File: src/rtl/regfile_2r1w.sv
// Two-read / one-write register file with a sequenced clear sweep.
// Reads are combinational and forced to zero while a sweep is in progress.
//
// state      | meaning
// -----------+-----------------------------------------------------
// S_IDLE     | normal operation: writes accepted, reads show storage
// S_CLEARING | sweep zeroes one entry per cycle, reads forced to 0
module regfile_2r1w #(
  parameter int DATA_WIDTH = 4,
  parameter int ADDR_WIDTH = 3
) (
  input  logic                  clk,
  input  logic                  rst_n,
  input  logic                  load,
  input  logic [ADDR_WIDTH-1:0] waddr,
  input  logic [DATA_WIDTH-1:0] din,
  input  logic                  clr,
  input  logic [ADDR_WIDTH-1:0] raddr_a,
  output logic [DATA_WIDTH-1:0] qa,
  input  logic [ADDR_WIDTH-1:0] raddr_b,
  output logic [DATA_WIDTH-1:0] qb,
  output logic                  busy,
  output logic [ADDR_WIDTH:0]   wr_count
);

  localparam int DEPTH = 1 << ADDR_WIDTH;

  typedef enum logic {S_IDLE = 1'b0, S_CLEARING = 1'b1} state_t;

  state_t                r_state;
  state_t                w_state_nxt;
  logic [DATA_WIDTH-1:0] r_mem [DEPTH];
  logic [DEPTH-1:0]      r_written;
  logic [ADDR_WIDTH-1:0] r_ptr;
  logic [ADDR_WIDTH:0]   r_wr_count;
  logic                  w_wr_en;
  logic                  w_start_clr;
  logic                  w_sweep_last;

  assign w_sweep_last = (r_ptr == {ADDR_WIDTH{1'b1}});

  always_ff @(posedge clk) begin
    if (!rst_n) r_state <= S_IDLE;
    else        r_state <= w_state_nxt;
  end

  always_comb begin
    w_state_nxt = r_state;
    case (r_state)
      S_IDLE:     if (clr) w_state_nxt = S_CLEARING;
      S_CLEARING: if (w_sweep_last) w_state_nxt = S_IDLE;
      default:    w_state_nxt = S_IDLE;
    endcase
  end

  // clr has priority over load in IDLE; both are ignored while clearing
  always_comb begin
    busy        = (r_state == S_CLEARING);
    w_start_clr = (r_state == S_IDLE) && clr;
    w_wr_en     = (r_state == S_IDLE) && load && !clr;
  end

  always_ff @(posedge clk) begin
    if (!rst_n) begin
      for (int i = 0; i < DEPTH; i++) r_mem[i] <= '0;
      r_written  <= '0;
      r_ptr      <= '0;
      r_wr_count <= '0;
    end else if (w_start_clr) begin
      r_written  <= '0;
      r_ptr      <= '0;
      r_wr_count <= '0;
    end else if (busy) begin
      r_mem[r_ptr] <= '0;
      r_ptr        <= r_ptr + 1'b1;
    end else if (w_wr_en) begin
      r_mem[waddr]     <= din;
      r_written[waddr] <= 1'b1;
      if (!r_written[waddr]) r_wr_count <= r_wr_count + 1'b1;
    end
  end

  assign qa       = busy ? '0 : r_mem[raddr_a];
  assign qb       = busy ? '0 : r_mem[raddr_b];
  assign wr_count = r_wr_count;

endmodule

File: config.mk
export PLATFORM = sky130hd
export DESIGN_NAME = regfile_2r1w
export DESIGN_NICKNAME = d
export VERILOG_FILES = /design/src/rtl/regfile_2r1w.sv
export SDC_FILE = /design/constraint.sdc
export NUM_CORES = 1
export LEC_CHECK = 0
export BUFFER_PORTS_ARGS = -buffer_cell sky130_fd_sc_hd__buf_2
export CAP_MARGIN = 20
export CORE_ASPECT_RATIO = 0.8
export CORE_MARGIN = 2
export CORE_UTILIZATION = 45
export CTS_CLUSTER_DIAMETER = 200
export DETAILED_ROUTE_END_ITERATION = 16
export PLACE_DENSITY = 0.7
export SYNTH_ARGS = -nofsm -noshare
export SYNTH_HDL_FRONTEND = slang
export SYNTH_SLANG_ARGS = --single-unit
File: constraint.sdc
create_clock -name clk -period 1.9 [get_ports clk]
set_input_delay 0.38 -clock clk [delete_from_list [all_inputs] [get_ports clk]]
set_output_delay 0.38 -clock clk [all_outputs]
set_load 0.01 [all_outputs]
==> impl_metrics.csv <==
group,metric,value,unit
place,dp_hpwl,3.88,mm
critical_path,endpoint_kind,"primary output",
floorplanning,pin_count,30,
outcome,status,"finished, violations left",
finish,antenna_cells,0,
finish,syn_to_final_growth,18.9,%
critical_path,max_stage_delay,0.50,ns
critical_path,path_buf_inv,1,
flow_run,cap_violations,0,
routing,via_per_inst,5.54,
worst_hold_path,hold_path.class,"reg2reg",
routing,dr_wl_met3,177,um
yosys,synthCells,210,
clock_network,cts_tree,"done",
floorplanning,die_h,70.3,um
yosys,synth_common_cells,"nor2_1, edfxtp_1, dfxtp_1, mux4_2",
place,io_buffers,29,
sta,fmax,515,MHz
critical_path,startpoint_type,"flip-flop",
routing,drtIter0Drc,81,
grt,grt_max_degree,17,
critical_path,crit_family,"multiplexers",
grt,antenna_found_initial,0,
clock_network,clockBufferDepth,2,
grt,grt_util_all_layers,17.7,%
routing,drt-met1-wl,2.41,mm
sta,worst_pin_slew,0.413,ns
sta,fin_crit,1.94,ns
yosys,yosysMostFrequentCell,"nor2_1",
finish,instances_no_fill,318,
routing,routed-wl-met2,2.44,mm
pwr,cellLeakagePower,1.15,nW
grt,grt-ovfl-total,0,
critical_path,crit_fanout,2,
grt,grt_pass1_wl,8.25,mm
yosys,synth.avg_cell_area,11.8,sq um
yosys,ys_types,30,
finish,num-nets-final,272,
place,pre_cts_slack,-0.0652,ns
yosys,synth_edf_count,32,
clock_network,insertion_delay,0.30,ns
finish,final_layout_size_suffix_gt1_share,34.4,%
routing,num_vias,1763,
routing,firstDrtPassIters,4,
finish,fin_area,0.00294,sq mm
floorplanning,dieArea,0.00610,sq mm
yosys,ys_async_sr_fraction,0,%
clock_network,clock-root-buffer,"clkbuf_8",
sta,slew-limit-headroom,72.1,%
place,dp.cells,310,
critical_path,cp.required,1.52,ns
routing,ant_nets,0,
pwr,power_density,740,mW/mm^2
sta,slew_violations,0,
pwr,vdd_ir_drop_max,0.439,mV
clock_network,cts_made_buffers,5,
yosys,netlist_top_cells_area,"edfxtp_1, mux4_2, dfxtp_1",
routing,drt_wl_total,5.08,mm
sta,hold_viol,0,
sta,setup_viol,8,
yosys,yosys_warnings,0,
critical_path,critical_path_class,"reg2out",
sta,skew,0.0106,ns
yosys,synth_top_area_share,38.9,%
sta,rsz0062_at_grt,"yes",
routing,remaining_drc_errors,0,
sta,post-route-period-util,102,%
place,place.gp.congestion,0.782,
clock_network,cts.sinks,48,
floorplanning,rows,24,
outcome,violations,"negative setup slack",
clock_network,clock_tree.htree_level_count,2,
floorplanning,fp.coreArea,0.00538,sq mm
place,placedInstanceArea,0.00280,sq mm
finish,utilization,54.7,%
sta,setup_ws,-0.0416,ns
critical_path,crit_path_cell_trace,"mux4_2 -> mux2i_1 -> nor2_1 -> buf_2",
clock_network,cts.hold.buffers_added,0,
floorplanning,floorplan.initialDensity,46.0,%
floorplanning,die_w,86.9,um
critical_path,arrival,1.56,ns
yosys,synth_nets,230,
routing,wl_per_cell,16.0,um
yosys,synth_area_leader_cell,"edfxtp_1",
yosys,synth_ff_type,"edfxtp_1",
yosys,mappedNetlistArea,0.00247,sq mm
yosys,ys_ff_latch,48,
routing,top_layer,"met4",
yosys,ys_seq_area_share,51.8,%
grt,grt_pass1_vias,1706,
critical_path,slowest_stage,"mux4_2",
clock_network,clkTransAtPathRegs,0.08,ns
## per-layer routing
layer,global-route usage (%),up-vias
met1,24.4,862
met2,28.6,40
met3,4.37,6
li1,-,855
met4,3.30,0
met5,0,-
## state kept, by name (all words and copies together) (netlist names)
signal,flops
r_mem,32
r_written,8
wr_count,4
r_ptr,3
busy,1
## cells in the final DEF, fill, tap and decap left out, drive strengths merged
cell type  instances
and2               2
a222oi             1
mux2               6
nand3             13
nand2             13
a21oi             10
inv                2
edfxtp            32
a31oi              1
nor4bb             2
a21boi             1
nor4b              1
or2                1
dfxtp             16
mux4              16
clkbuf             5
nor2              53
buf               46
a21bo              1
nand2b             2
a41o               1
nor2b              3
xnor2              1
bufinv             1
o21a               2
a21o               1
and3               1
mux2i             13
a2111oi            1
clkinv             2
ha                 3
## final cells by class
class / count / area (sq um)
well taps: 65 / 81.3
fillers: 473 / 2440
clock inverters: 3 / 42.5
inverters: 2 / 7.51
multi-input cells: 149 / 1180
flip-flops and latches: 48 / 1280
repair buffers: 46 / 273
clock buffers: 5 / 68.8
## worst reg2reg max path, delay by kind of cell (launching register included)
family                 cells  cell delay [ns]
AND/OR/NAND/NOR            3             0.44
multiplexers               1             0.38
flip-flops                 1             0.36
buffers and inverters      2             0.35
## metrics by stage
stage / hold WS [ns] / power [mW] / setup TNS [ns]
2_1_floorplan: 0.431 / 1.36 / 0
3_3_place_gp: 0.443 / 1.46 / -0.159
3_5_place_dp: 0.456 / 1.47 / -1.13
4_1_cts: 0.478 / 2.18 / -0.381
5_1_grt: 0.514 / 2.27 / -0.889
6_report: 0.477 / 2.17 / -0.197
## cells by family (layout without fill, tap and decap cells)
logic type	after synthesis	after routing	share of synthesized area, %
and+or+nand+nor	91	91	16.1
DFF	48	48	51.8
xor gates and xnor gates	1	1	0.354
buffers and inverters	13	56	2.08
adders and majority gates	3	3	1.52
AOI/OAI and AO/OA	19	19	5.37
muxes	35	35	22.7
## report_power, final
group          internal [mW]  switching (mW)
sequential              1.15          0.0239
combinational          0.131           0.145
clock                  0.390           0.339
## final timing paths
path                start            to  slack [ns]  depth (start not counted)
max           r_mem[7][2]         qa[2]       -0.04                          4
max reg2reg          busy   r_mem[4][1]        0.13                          6
min reg2reg  r_written[1]  r_written[1]        0.48                          2
min          r_written[1]  r_written[1]        0.48                          2
## what timing repair did
item / CTS / global route
gates resized for setup: 0 / 7
setup buffers: 0 / 0
endpoints found under the hold margin: 0 / 0
pin swaps: 3 / 4
endpoints found under the setup margin: 8 / 30
(Power assumes the default switching activity.)
